==> src/rtl/chiplib_riscv_plic_target.sv <==
// Per-hart PLIC target: priority arbitration, external interrupt line,
// claim handshake FSM and complete pulse generation toward the gateways.
module chiplib_riscv_plic_target #(
  parameter  int NumSrc    = 31,
  parameter  int PrioWidth = 3,
  localparam int IdW       = $clog2(NumSrc + 1)
) (
  input  logic                          clk,
  input  logic                          rst,
  input  logic [NumSrc-1:0]             src_pend,
  input  logic [NumSrc-1:0]             src_en,
  input  logic [NumSrc*PrioWidth-1:0]   src_prio,
  input  logic [PrioWidth-1:0]          threshold,
  output logic                          eip,
  input  logic                          claim_valid,
  output logic                          claim_ready,
  output logic                          resp_valid,
  output logic [IdW-1:0]                resp_id,
  input  logic                          complete_valid,
  input  logic [IdW-1:0]                complete_id,
  output logic [NumSrc-1:0]             src_claim,
  output logic [NumSrc-1:0]             src_complete
);

  typedef enum logic [1:0] {
    IDLE,
    ACK,
    SETTLE
  } state_e;

  state_e              state_q, state_d;
  logic [IdW-1:0]      best_id_q, best_id_d;
  logic                best_vld_q, best_vld_d;
  logic [IdW-1:0]      resp_id_q, resp_id_d;
  logic                resp_valid_q, resp_valid_d;
  logic [NumSrc-1:0]   src_claim_q, src_claim_d;
  logic [NumSrc-1:0]   src_complete_q, src_complete_d;

  logic [PrioWidth-1:0] cur_prio;
  logic [PrioWidth-1:0] win_prio;

  // Pick the highest-priority eligible source; strict compare keeps lowest ID on ties.
  always_comb begin
    best_id_d  = '0;
    best_vld_d = 1'b0;
    win_prio   = '0;
    cur_prio   = '0;
    for (int i = 0; i < NumSrc; i++) begin
      cur_prio = src_prio[i*PrioWidth +: PrioWidth];
      if (src_pend[i] && src_en[i] &&
          (cur_prio > threshold) && (cur_prio > win_prio)) begin
        win_prio   = cur_prio;
        best_id_d  = IdW'(i + 1);
        best_vld_d = 1'b1;
      end
    end
  end

  // Claim FSM: accept in Idle, strobe in Ack, let the pend drop settle.
  always_comb begin
    state_d      = state_q;
    resp_valid_d = 1'b0;
    resp_id_d    = resp_id_q;
    src_claim_d  = '0;
    unique case (state_q)
      IDLE: begin
        if (claim_valid) begin
          state_d      = ACK;
          resp_valid_d = 1'b1;
          resp_id_d    = best_id_q;
          for (int i = 0; i < NumSrc; i++) begin
            src_claim_d[i] = (best_id_q == IdW'(i + 1));
          end
        end
      end
      ACK:     state_d = SETTLE;
      SETTLE:  state_d = IDLE;
      default: state_d = IDLE;
    endcase
  end

  // Complete decode; IDs outside 1..NumSrc never match any bit.
  always_comb begin
    src_complete_d = '0;
    for (int i = 0; i < NumSrc; i++) begin
      src_complete_d[i] = complete_valid && src_en[i] &&
                          (complete_id == IdW'(i + 1));
    end
  end

  // State and output registers.
  always_ff @(posedge clk) begin
    if (rst) begin
      state_q        <= IDLE;
      best_id_q      <= '0;
      best_vld_q     <= 1'b0;
      resp_id_q      <= '0;
      resp_valid_q   <= 1'b0;
      src_claim_q    <= '0;
      src_complete_q <= '0;
    end else begin
      state_q        <= state_d;
      best_id_q      <= best_id_d;
      best_vld_q     <= best_vld_d;
      resp_id_q      <= resp_id_d;
      resp_valid_q   <= resp_valid_d;
      src_claim_q    <= src_claim_d;
      src_complete_q <= src_complete_d;
    end
  end

  assign claim_ready  = (state_q == IDLE);
  assign eip          = best_vld_q && claim_ready;
  assign resp_valid   = resp_valid_q;
  assign resp_id      = resp_id_q;
  assign src_claim    = src_claim_q;
  assign src_complete = src_complete_q;

endmodule

==> config.mk <==
export PLATFORM = sky130hd
export DESIGN_NAME = chiplib_riscv_plic_target
export DESIGN_NICKNAME = d
export VERILOG_FILES = /design/src/rtl/chiplib_riscv_plic_target.sv
export SDC_FILE = /design/constraint.sdc
export NUM_CORES = 1
export LEC_CHECK = 0
export CORE_UTILIZATION = 40
export DETAILED_ROUTE_END_ITERATION = 8
export HOLD_SLACK_MARGIN = 0.1
export PLACE_DENSITY = 0.73
export SYNTH_ARGS = -nofsm -noshare
export SYNTH_HDL_FRONTEND = slang
export SYNTH_SLANG_ARGS = --single-unit
==> constraint.sdc <==
create_clock -name clk -period 42.5 [get_ports clk]
set_input_delay 4.25 -clock clk [delete_from_list [all_inputs] [get_ports clk]]
set_output_delay 4.25 -clock clk [all_outputs]
set_load 0.02 [all_outputs]
Yosys cells after proc, flatten, opt, wreduce, memory -nomap -nowiden
Cells that the tools add are included.
- order comparisons: 62
- equality and inequality tests: 64
- mux-type cells: 95
- bitwise gates (word level): 2
- reduce and logical (&&, ||, !) cells: 160
- operators by type and width (operator ; number):
    $gt A3 B3 Y1 ; 61
    $eq A5 B5 Y1 const B ; 32
    $logic_and A1 B1 Y1 ; 156
    $mux W5 ; 30
    $mux W3 ; 30
    $eq A5 B4 Y1 const B ; 16
    $eq A5 B3 Y1 const B ; 8
    $mux W1 ; 33
    $eq A5 B2 Y1 const B ; 4
    $eq A5 B1 Y1 const B ; 2
    $pmux W2 S2 ; 1
    $gt A3 B1 Y1 const B ; 1
    $reduce_or A3 Y1 ; 1
    $eq A2 B1 Y1 const B ; 1
    $logic_not A2 Y1 ; 1
    $mux W2 ; 1
    $ne A2 B2 Y1 const B ; 1
    $not A1 Y1 ; 2
    $reduce_and A2 Y1 ; 1
    $reduce_or A2 Y1 ; 1
- bits in registers: 76
- input bits: 167

Longest topological paths before layout
- depth after elaboration: 94
- depth in mapped cells: 218
- depth with buffers taken out: 215

Least setup slack after synthesis
No wires, ideal clock.
- kind: in2reg
- start point: input port threshold[1]
- end point: register best_vld_q
- library setup time: 0.081 ns
- data arrival time: 42.475 ns
- slack: -0.055 ns
- stages: 207
- cell sequence: inv_1 > ha_1 > nor2b_1 > o311a_1 > and2_1 > ha_1 > nand3b_1 > a22oi_1 > nand3_1 > and2_1 > ha_1 > a21oi_1 > a22o_1 > or2_0 > buf_4 > mux2_2 > ha_1 > nand3_1 > (+171 left out) > nor2_1 > a21oi_1 > o221ai_1 > o2111ai_1 > mux2_2 > ha_1 > nand3_1 > nand4_1 > nor3_1 > inv_1 > a31o_1 > ha_1 > nand3_1 > nand4_1 > nor3_1 > inv_1 > and4_1 > a41oi_1
- longest elaborated chain between the ends: 94
- RTL lines (what ; RTL line ; RTL):
    start: declaration ; 13 ; input logic [PrioWidth-1:0] threshold,
    $gt A3 B3 Y1 ; 51 ; (cur_prio > threshold) && (cur_prio > win_prio)) begin
    $logic_and A1 B1 Y1 ; 50 ; if (src_pend[i] && src_en[i] &&
    $logic_and A1 B1 Y1 ; 51 ;
    $mux W3 ; 50 ;
    $gt A3 B3 Y1 ; 51 ;
    $logic_and A1 B1 Y1 ; 51 ;
    $mux W3 ; 50 ;
    $gt A3 B3 Y1 ; 51 ;
    (+78 left out) ; n/a ;
    $logic_and A1 B1 Y1 ; 51 ;
    $mux W3 ; 50 ;
    $gt A3 B3 Y1 ; 51 ;
    $logic_and A1 B1 Y1 ; 51 ;
    $mux W3 ; 50 ;
    $gt A3 B3 Y1 ; 51 ;
    $logic_and A1 B1 Y1 ; 51 ;
    $mux W1 * ; 50 ;
    end signal: assignment ; 104 ; best_vld_q <= best_vld_d;
    end: declaration ; 33 ; logic best_vld_q, best_vld_d;
Every way passes the cells marked *; elsewhere a longest branch is shown, timed or not.
A chain may end at the register's enable or synchronous reset.

Final worst setup path
- start point: input port threshold[1]
- end point: register best_id_q[3]
- longest elaborated chain between the ends: 94
- RTL lines (what ; RTL line ; RTL):
    $gt A3 B3 Y1 ; 51 ;
    $logic_and A1 B1 Y1 ; 50 ;
    $logic_and A1 B1 Y1 ; 51 ;
    $mux W3 ; 50 ;
    $gt A3 B3 Y1 ; 51 ;
    $logic_and A1 B1 Y1 ; 51 ;
    $mux W3 ; 50 ;
    $gt A3 B3 Y1 ; 51 ;
    (+78 left out) ; n/a ;
    $logic_and A1 B1 Y1 ; 51 ;
    $mux W3 ; 50 ;
    $gt A3 B3 Y1 ; 51 ;
    $logic_and A1 B1 Y1 ; 51 ;
    $mux W3 ; 50 ;
    $gt A3 B3 Y1 ; 51 ;
    $logic_and A1 B1 Y1 ; 51 ;
    $mux W5 * ; 50 ;
    end signal: assignment ; 103 ; best_id_q <= best_id_d;
    end: declaration ; 32 ; logic [IdW-1:0] best_id_q, best_id_d;
Marks and branches as above.

==> results.sh <==
export IMPL_ios=237
export IMPL_ys_types=93
export IMPL_synth_edf_count=0
export IMPL_dr_wl_met2_um=15700
export IMPL_avgSynthCellArea_um2=7.59
export IMPL_path_common_cell="ha_4"
export IMPL_multi_input_area_um2=7760
export IMPL_status="completed"
export IMPL_dp_hpwl_um=23500
export IMPL_required_ps=42770
export IMPL_insertion_delay_ps=360
export IMPL_nFillCells=1739
export IMPL_worst_pin_slew_ps=1190
export IMPL_ff2ff_setup_slack_ps=40830
export IMPL_critical_path_startpoint="threshold[1]"
export IMPL_regArea_um2=1520
export IMPL_crit_fanout=6
export IMPL_htreeDepth=3
export IMPL_clkTransAtPathRegs_ps=80
export IMPL_hp_class="flop to flop"
export IMPL_grt_max_degree=31
export IMPL_whs_ps=419
export IMPL_port_buffers=236
export IMPL_hold_violations=0
export IMPL_wl_met3_um=2080
export IMPL_cts_buffer_depth=2
export IMPL_period_minus_slack_ps=41760
export IMPL_power_mw=0.451
export IMPL_cp_start_kind="primary input"
export IMPL_holdBufCountCts=0
export IMPL_synth_warning_count=0
export IMPL_synth_seq_cells=76
export IMPL_endpoint="best_id_q[3]"
export IMPL_wirelength_um=31800
export IMPL_die_area_um2=22100
export IMPL_ant_nets=0
export IMPL_vias_per_cell=5.68
export IMPL_synthArstFlopShare_pct=0
export IMPL_ys_flop_type="dfxtp_1"
export IMPL_cts_sinks=76
export IMPL_synth_top_area_cell="ha_1"
export IMPL_die_w_um=149
export IMPL_yosysTopAreaCellShare_pct=19.3
export IMPL_drc=0
export IMPL_maxCapViolCount=0
export IMPL_drt_first_pass_iters=5
export IMPL_cp_end_kind="flop"
export IMPL_overflow=0
export IMPL_slowest_delay_ps=490
export IMPL_grt_pass1_wl_um=47100
export IMPL_rows=53
export IMPL_place_gp_congestion=0.878
export IMPL_max_freq_ghz=0.0239
export IMPL_cpLargestDelayFamily="compound AO/OA/AOI/OAI gates"
export IMPL_cts_tree="yes"
export IMPL_met1_length_um=13000
export IMPL_slew_headroom_pct=20.7
export IMPL_grt_usage_pct=26.7
export IMPL_crit_reg2reg_launch="state_q[1]"
export IMPL_numCtsBuffers=9
export IMPL_antenna_found_initial=0
export IMPL_slowest_stage="or4b_1"
export IMPL_setup_viol=0
export IMPL_synth_fp_nets=1435
export IMPL_drt_wirelength_per_cell_um=17.6
export IMPL_fin_worst_skew_ps=18.4
export IMPL_power_leakage_nw=6.00
export IMPL_vias=10300
export IMPL_cts_root_buf="clkbuf_16"
export IMPL_p_per_area_nw_per_um2=32.7
export IMPL_area_growth_pct=59.8
export IMPL_crit_cells=214
export IMPL_top_layer="met4"
export IMPL_critical_path_class="primary input to flop"
export IMPL_cp_num_buf_inv=13
export IMPL_synth_area_um2=8620
export IMPL_coreArea_um2=21100
export IMPL_slew_violations=0
export IMPL_synth_area_top_cells="ha_1 (19%), dfxtp_1 (18%), nand2_1 (6.1%)"
export IMPL_start_util_pct=40.9
export IMPL_drt_initial_drc_count=663
export IMPL_diodes=0
export IMPL_grt_pass1_vias=9503
export IMPL_synth_cells=1135
export IMPL_peakVddDrop_mv=0.0245
export IMPL_reg2reg_to="src_claim[13]"
export IMPL_finalCritPeriodShare_pct=98.3
export IMPL_fin_nets=1826
export IMPL_drive_above_1_share_pct=24.2
export IMPL_ys_seq_area_share_pct=17.7
export IMPL_reg2regPathDepth=5
export IMPL_arrival_ps=42030
export IMPL_die_h_um=149
==> report_power, final <==
| group | internal (mW) | switching [mW] |
|---|---|---|
| logic | 0.149 | 0.148 |
| registers | 0.0749 | 0.00311 |
| clock network | 0.0405 | 0.0354 |
==> logic make-up (layout without fill, tap and decap cells) <==
| logic type | after synthesis | after routing | share of synthesized area (%) |
|---|---|---|---|
| flops | 76 | 76 | 17.7 |
| fa+ha+maj | 142 | 142 | 20.4 |
| compound gates | 323 | 323 | 27.4 |
| mux | 17 | 17 | 2.47 |
| simple gates | 482 | 482 | 27.9 |
| buf+inv | 95 | 491 | 4.20 |
==> layout make-up <==
cell class / count / area share (%)
well taps: 275 / 2.50
flip-flops and latches: 76 / 11.0
clock buffers: 9 / 1.64
clock inverters: 7 / 0.418
inverters: 84 / 2.32
multi-input cells: 964 / 56.4
repair buffers: 391 / 25.7
==> layout by cell type, fill, tap and decap left out, types with 33 or more instances in the layout <==
cell type	count
clkdlybuf4s50_1	229
buf_4	155
nand2_1	125
ha_1	109
nor2_1	81
inv_1	79
dfxtp_1	76
a21oi_1	59
nand3_1	47
and3_1	39
o21ai_0	33
==> synth_stat cells, types with 5 or more instances <==
| cell type | count |
|---|---|
| a211oi_1 | 6 |
| a21boi_0 | 5 |
| a21o_1 | 29 |
| a21oi_1 | 69 |
| a22o_1 | 5 |
| a22oi_1 | 7 |
| a311oi_1 | 18 |
| a31oi_1 | 17 |
| and2_1 | 29 |
| and3_1 | 40 |
| clkbuf_1 | 7 |
| dfxtp_1 | 76 |
| ha_1 | 133 |
| inv_1 | 84 |
| maj3_1 | 8 |
| mux2_2 | 10 |
| nand2_1 | 140 |
| nand2b_1 | 8 |
| nand3_1 | 53 |
| nand3b_1 | 8 |
| nand4_1 | 9 |
| nor2_1 | 107 |
| nor2b_1 | 26 |
| nor3_1 | 16 |
| nor3b_1 | 9 |
| o211ai_1 | 6 |
| o21a_1 | 18 |
| o21ai_0 | 45 |
| o21ai_1 | 5 |
| o221ai_1 | 8 |
| o31ai_1 | 14 |
| or2_2 | 9 |
| or3_1 | 7 |
==> how the worst min path moves through the flow <==
stage / start / end / slack, ps / depth (start not counted)
after floorplan: state_q[1] / state_q[1] / 400 / 1
after global placement: state_q[1] / state_q[1] / 410 / 1
after detailed placement: state_q[1] / state_q[1] / 410 / 1
after CTS: state_q[1] / state_q[1] / 420 / 1
after global routing: state_q[1] / state_q[1] / 450 / 1
final: state_q[1] / state_q[1] / 420 / 1
==> layer usage <==
metal | vias up | track usage (%)
met4 | 0 | 8.98
met2 | 397 | 46.9
met5 | - | 0
li1 | 5024 | -
met1 | 4746 | 32.4
met3 | 92 | 4.95
==> through the flow <==
| stage | setup slack (ps) | cell area (µm²) | util, % | TNS, ps | instances |
|---|---|---|---|---|---|
| floorplan | 45.2 | 8620 | - | 0 | 1135 |
| global placement | -1390 | 12000 | 56.8 | -8000 | 1728 |
| detailed placement | -1850 | 12000 | 56.8 | -10810 | 1728 |
| CTS | -327 | 12600 | 60.0 | -1620 | 1772 |
| global route | -819 | 13800 | 65.3 | -4720 | 1806 |
| finish | 740 | 13800 | 65.3 | 0 | 1806 |
==> state kept, by name (all words and copies together), names as in the netlist <==
register,cells
resp_valid,1
resp_id,5
src_complete,31
best_vld_q,1
src_claim,31
state_q,2
best_id_q,5
==> what timing repair did <==
| action | in CTS | in global routing |
|---|---|---|
| setup endpoints to repair | 6 | 6 |
| setup buffers | 28 | 35 |
| pin swaps | 9 | 156 |
| gates resized for setup | 40 | 187 |
(Power assumes the default switching activity.)
